$ cat config.mk
export PLATFORM = sky130hd
export DESIGN_NAME = uart_tx_arbiter
export DESIGN_NICKNAME = d
export VERILOG_FILES = /design/src/rtl/uart_tx_arbiter.sv
export SDC_FILE = /design/constraint.sdc
export NUM_CORES = 1
export LEC_CHECK = 0
export BUFFER_PORTS_ARGS = -buffer_cell sky130_fd_sc_hd__buf_4
export CORE_MARGIN = 2
export CORE_UTILIZATION = 55
export DETAILED_ROUTE_END_ITERATION = 10
export GPL_TIMING_DRIVEN = 0
export PLACE_DENSITY = 0.84
export SETUP_SLACK_MARGIN = 0.02
export SLEW_MARGIN = 0
export SYNTH_ARGS = -nofsm -noshare
export SYNTH_HDL_FRONTEND = slang
export SYNTH_SLANG_ARGS = --single-unit
export TNS_END_PERCENT = 5
$ cat constraint.sdc
create_clock -name Clk -period 3.2 [get_ports Clk]
set_clock_uncertainty 0.1 [all_clocks]
set_input_delay 0.48 -clock Clk [delete_from_list [all_inputs] [get_ports Clk]]
set_output_delay 0.48 -clock Clk [all_outputs]
set_load 0.005 [all_outputs]
$ cat src/rtl/uart_tx_arbiter.sv
// Round-robin arbiter sharing one UART transmitter among four byte requesters.
// A winner's byte is issued with a one-cycle strobe; the arbiter then waits
// for the transmitter's done flag (or a watchdog expiry) before acknowledging
// the winner and advancing the priority pointer.
module uart_tx_arbiter #(
    parameter int TIMEOUT = 6000,  // cycles allowed in WAIT before abort; must exceed one UART frame
    parameter int CNT_W   = 16     // watchdog width; TIMEOUT must be below 2**CNT_W
) (
    input  logic        Clk,
    input  logic        Rst,
    input  logic [3:0]  i_Req,
    input  logic [31:0] i_Data,
    output logic [3:0]  o_Ack,
    output logic [1:0]  o_Grant,
    output logic        o_Busy,
    output logic        o_fTimeout,
    output logic        o_fTx,
    output logic [7:0]  o_TxData,
    input  logic        i_TxReady,
    input  logic        i_TxDone
);

    typedef enum logic [1:0] {
        S_IDLE,
        S_WAIT,
        S_ACK
    } state_t;

    localparam logic [CNT_W-1:0] WDOG_LAST = CNT_W'(TIMEOUT - 1);

    state_t           state;
    logic [1:0]       last;        // most recently served requester
    logic [CNT_W-1:0] wdog;        // cycles spent in WAIT
    logic [1:0]       cand;
    logic [1:0]       winner;
    logic             winner_vld;

    // Search requesters last+1, last+2, ... (mod 4) and take the first pending one.
    always_comb begin
        // NOTE: every output of this block gets a default first, so no path
        // leaves one unassigned and no latch is inferred.
        cand       = '0;
        winner     = '0;
        winner_vld = 1'b0;
        for (int k = 1; k <= 4; k++) begin
            cand = last + 2'(k);
            if (!winner_vld && i_Req[cand]) begin
                winner     = cand;
                winner_vld = 1'b1;
            end
        end
    end

    // Arbitration FSM: grant, wait for done or watchdog expiry, one-cycle ack.
    always_ff @(posedge Clk) begin
        if (Rst) begin
            state      <= S_IDLE;
            last       <= 2'd3;
            wdog       <= '0;
            o_Ack      <= '0;
            o_Grant    <= '0;
            o_Busy     <= 1'b0;
            o_fTimeout <= 1'b0;
            o_fTx      <= 1'b0;
            o_TxData   <= '0;
        end else begin
            // NOTE: non-blocking assignments, so every register here updates
            // from the values held before this edge (o_fTx in WAIT is the old strobe).
            case (state)
                S_IDLE: begin
                    o_fTx <= 1'b0;
                    if (i_TxReady && winner_vld) begin
                        o_Grant  <= winner;
                        o_TxData <= i_Data[{winner, 3'b000} +: 8];
                        o_fTx    <= 1'b1;
                        o_Busy   <= 1'b1;
                        wdog     <= '0;
                        state    <= S_WAIT;
                    end
                end

                S_WAIT: begin
                    o_fTx <= 1'b0;
                    wdog  <= wdog + 1'b1;
                    // Done is not trusted on the strobe edge itself; done beats expiry.
                    if (i_TxDone && !o_fTx) begin
                        o_Ack      <= 4'b0001 << o_Grant;
                        o_fTimeout <= 1'b0;
                        last       <= o_Grant;
                        state      <= S_ACK;
                    end else if (wdog == WDOG_LAST) begin
                        o_Ack      <= 4'b0001 << o_Grant;
                        o_fTimeout <= 1'b1;
                        last       <= o_Grant;
                        state      <= S_ACK;
                    end
                end

                S_ACK: begin
                    o_Ack  <= '0;
                    o_Busy <= 1'b0;
                    state  <= S_IDLE;
                end

                default: begin
                    state <= S_IDLE;
                end
            endcase
        end
    end

endmodule

Word-level counts from Yosys, hierarchy flattened

Index checks and enable logic that the tools add are counted.

Add/subtract/negate cells: 4
Magnitude comparators: 4
Equal/unequal tests: 5
Shifts and indexed selects: 2
Multiplexer cells: 33
Reductions and logical operators: 20

Operators by type and width:

| operator                                                   | count |
|---|---|
| case mux 16 bit (2 select lines)                           | 1 |
| variable part select 32 x 6 -> 8 bit                       | 1 |
| two-way mux 2 bit                                          | 9 |
| adder 16 x 1 -> 16 bit, second input constant              | 1 |
| == test 16 x 13 -> 1 bit, second input constant            | 1 |
| two-way mux 16 bit                                         | 1 |
| less-than comparator 2 x 3 -> 1 bit, second input constant | 4 |
| two-way mux 1 bit                                          | 12 |
| AND reduction 2 bit                                        | 6 |
| binary-select mux 1 bit (select 2 bit)                     | 4 |
| two-way mux 4 bit                                          | 2 |
| case mux 4 bit (2 select lines)                            | 1 |
| nonzero test 2 bit                                         | 4 |
| logical AND 1 bit                                          | 5 |
| adder 2 bit, second input constant                         | 2 |
| zero test 1 bit                                            | 4 |
| case mux 1 bit (2 select lines)                            | 2 |
| case mux 2 bit (2 select lines)                            | 1 |
| << shifter 1 x 2 -> 4 bit, first input constant            | 1 |
| != test 3 bit, second input constant                       | 1 |
| adder 2 x 1 -> 2 bit, second input constant                | 1 |
| == test 2 x 1 -> 1 bit, second input constant              | 1 |
| == test 2 bit, second input constant                       | 1 |
| zero test 2 bit                                            | 1 |
| != test 2 bit, second input constant                       | 1 |

Register bits after elaboration: 37
Bits of input ports: 40
Output and inout port bits: 17

Logic depth before layout (Yosys ltp)

Word-level depth: 16
Gate-level depth with buffers: 7

Worst setup path after synthesis

Ideal clock, no wire load.

Kind: input to register
Start point: in i_Req[1]
End point: reg o_TxData[0]
Arrival time: 1663 ps
Slack: 1367 ps
Cell stages on the path: 7
Cells stage by stage: or3b_1 -> o221a_2 -> buf_6 -> buf_8 -> mux2i_1 -> mux2_2 -> o21ai_1

Longest elaborated chain between the ends: 14
Elaborated cells between the ends (all ways): 25
Those cells by class: 1 x shift; 16 x mux; 8 x reduce/logical

RTL lines:

| element                                                                         | RTL line | RTL |
|---|---|---|
| start: declaration                                                              | 11       | `input logic [3:0] i_Req,` |
| branches (longest 14 deep; another with binary-select mux 1 bit (select 2 bit)) | --       |  |
| end signal: assignment                                                          | 74       | `o_TxData <= i_Data[{winner, 3'b000} +: 8];` |
| end: declaration                                                                | 18       | `output logic [7:0] o_TxData,` |

Several ways; the timed one is not identified. The select of a mux whose other input is x is not followed.
A chain may end at the register's enable or synchronous reset.

Final worst setup path

Start point: reg state[1]
End point: reg wdog[2]

Longest elaborated chain between the ends: 3
Elaborated cells between the ends (all ways): 6
Those cells by class: 2 x eq/ne; 1 x mux; 3 x reduce/logical

RTL lines:

| element                                                              | RTL line | RTL |
|---|---|---|
| start: declaration                                                   | 31       | `state_t state;` |
| start signal: assignment                                             | 57       | `state <= S_IDLE;` |
| start signal: assignment                                             | 78       | `state <= S_WAIT;` |
| start signal: assignment                                             | 90       | `state <= S_ACK;` |
| == test 2 x 1 -> 1 bit or zero test 2 bit (tied branches)            | 69       | `case (state)` |
| nonzero test 2 bit (no source line) or != test 2 bit (tied branches) | --       |  |
| AND reduction 2 bit (no source line)                                 | --       |  |
| end signal: assignment                                               | 84       | `wdog <= wdog + 1'b1;` |
| end: declaration                                                     | 33       | `logic [CNT_W-1:0] wdog;` |

Parallel ways exist; a longest one is shown, timed or not.

==> run metrics <==
crit share post-route a little under two thirds; Port Buffer Count 55; syn nets between 200 and 300; Pwr Density roughly 440 mW/mm²; most common cell after layout, fill and taps aside buf_4; crit end category flop; Detail Route Antenna Nets 0; VDD IR-drop max 0.314 mV; Leakage between 0.001 and 0.0015 µW; worst slack at placement about 0.95 ns; wire length on met1 roughly 2200 µm; hold_buf cts 0; met2 WL post-DR approximately 2400 µm; Startpoint Class flop; Synth Register Bits 37; cell area after synthesis about 0.0020 mm²; Die Wd ~64 µm; drt pass-1 iters 4; Routability Congestion roughly 0.77; clock-pin slew on the worst setup and hold paths between 0.1 and 0.15 ns; Async SR Flop Fraction 0%; DRC 0; Post-synth EDFFs 0; Clock Path Buffers 2; Sink Count 37; vias per inst slightly below 6; highest clock frequency the design can meet 493 MHz; maxcap violations 0; Min-Delay Path Class flop to flop; synth warn 0; DR vias approximately 1.9k; Worst Setup Path Type flop to flop; vias in the first global route approximately 1.8k; CTS Root Cell clkbuf_4; RSZ-0062 raised after global routing false; CTS buffer count 5; Netlist cell types 48; drt wl/cell approximately 16 µm; CP arrival approximately 2.2 ns; drt total wl a little over 5000 µm; worst-skew pair later-pin latency 0.34 ns; Hold Vio Cnt, Final 0; Tightest Pin Transition around 1.0 ns; top_reg_cell synth dfxtp_1; detailed-placement wirelength estimate roughly 3700 µm; Final #Nets 326; number of setup buffers added after CTS 0; Overall Power between 1000 and 1500 µW; CTS tree built; gate count after technology mapping ~220; DP Area approximately 0.0024 mm²; top sig layer met4; core footprint 0.00339 mm²; initial antenna violation count 0; Area Growth Syn to Fin 29.4%; initial cell density of the core between 50 and 60%; 1st-iter DRT viols 133; Largest stage delay, worst path approximately 0.60 ns; cell area after layout about 0.0025 mm²; Critical Path Fanout Max 5; fillers between 200 and 300; Tot GR Track Use a little over a quarter; IO Pins 57; Fin Setup TNS 0 ns; status finished clean; max_slew headroom 32.3%; largest net degree at the start of global routing 14; Seq/Total Area, Yosys around 38%; worst path cell trace nor3b_2 -> a21boi_0 -> nor2_1 -> o21ai_0 -> a21oi_1; Max Slew Vio Count 0; ant diodes 0; Worst EP required about 3.3 ns; Core Rows 21; die area 0.00406 mm²; CTS resizes 0; proportion of layout cells with a drive suffix above 1 just under 30%; final setup fails 0; most frequent cells in the layout 55 x buf_4, 37 x dfxtp_1, 22 x mux2i_1; met3 WL between 400 and 500 µm; first-pass GRT wire length 8540 µm; Worst Slack Setup Final 1.17 ns; GRT overflow 0; post-synthesis area per instance around 9 µm²; Final Critical Period roughly 2 ns; Slowest cell on crit path a21boi_0; CTS HTree Levels 2; die height between 60 and 70 µm
==> layout make-up <==
| cell class | instances | area, µm² | share of cell area, % |
|---|---|---|---|
| Sequential cell | 37 | 741 | 29.2 |
| Clock buffer | 5 | 37.5 | 1.48 |
| Inverter | 6 | 22.5 | 0.887 |
| Tap cell | 46 | 57.6 | 2.27 |
| Timing Repair Buffer | 55 | 413 | 16.3 |
| Multi-Input combinational cell | 167 | 1120 | 44.1 |
| Clock inverter | 3 | 68.8 | 2.71 |
| Buffer | 13 | 78.8 | 3.10 |
==> path summary, 6_finish.rpt <==
kind | startpoint | end | slack [ns] | cells past startpoint
setup / recovery | state[1] | wdog[2] | 1.17 | 5
hold / removal | o_TxData[5] | o_TxData[5] | 0.37 | 2
hold reg to reg | o_TxData[5] | o_TxData[5] | 0.37 | 2
setup reg to reg | state[1] | wdog[2] | 1.17 | 5
==> Yosys cell counts, types with 2 or more instances <==
library cell | number | area (µm²)
dfxtp_1 | 37 | 741
mux2i_1 | 22 | 220
nand2_1 | 19 | 71.3
nand3_1 | 17 | 85.1
a21oi_1 | 16 | 80.1
nor2_1 | 16 | 60.1
o21ai_0 | 9 | 45.0
mux2_2 | 8 | 90.1
o21ai_1 | 8 | 40.0
clkbuf_1 | 6 | 22.5
inv_1 | 6 | 22.5
o211ai_1 | 5 | 37.5
or3_1 | 5 | 31.3
a31oi_1 | 4 | 25.0
nor2b_1 | 4 | 25.0
a311oi_1 | 3 | 26.3
buf_2 | 3 | 15.0
and2_1 | 2 | 12.5
and3_1 | 2 | 12.5
buf_6 | 2 | 22.5
nor3_1 | 2 | 10.0
==> metal layers <==
| layer | GRT usage, % | vias to the layer above |
|---|---|---|
| met1 | 35.4 | 872 |
| met2 | 42.1 | 98 |
| met5 | 0 | - |
| met4 | 9.51 | 0 |
| met3 | 6.87 | 7 |
| li1 | - | 943 |
==> power by group <==
part / internal (µW) / switching, µW
sequential: 481 / 16.4
clock: 246 / 166
combinational: 113 / 104
total: 840 / 286
==> flip-flops by register name (all words and copies together), names as in the netlist <==
register and cells:
o_Ack 4, o_Grant 2, o_fTimeout 1, wdog 16, state 2, o_TxData 8
last 2, o_Busy 1, o_fTx 1
==> cells by family (layout without fill, tap and decap cells) <==
logic type                 count (synthesis)  after routing  share of synthesized area, %
muxes                                     30             30                          15.8
AOI/OAI and AO/OA                         56             56                          18.3
DFF                                       37             37                          37.7
xor gates and xnor gates                   1              1                         0.446
buffers and inverters                     19             82                          5.16
and+or+nand+nor                           79             79                          21.9
adders and majority gates                  1              1                         0.637
==> through the flow <==
| stage | util (%) | instances | hold WS [ns] |
|---|---|---|---|
| 6_report | 74.9 | 332 | 0.372 |
| 5_1_grt | 74.9 | 332 | 0.394 |
| 4_1_cts | 74.9 | 332 | 0.368 |
| 3_5_place_dp | 71.8 | 324 | 0.352 |
| 3_3_place_gp | 71.8 | 324 | 0.344 |
| 2_1_floorplan | - | 223 | 0.345 |
==> critical path: cells and delay by family, from the launching register on <==
family | cells | cell delay (ns)
AOI/OAI and AO/OA | 3 | 0.89
DFF | 1 | 0.38
and+or+nand+nor | 2 | 0.54
Note: power is estimated with default switching activity, not from simulation.
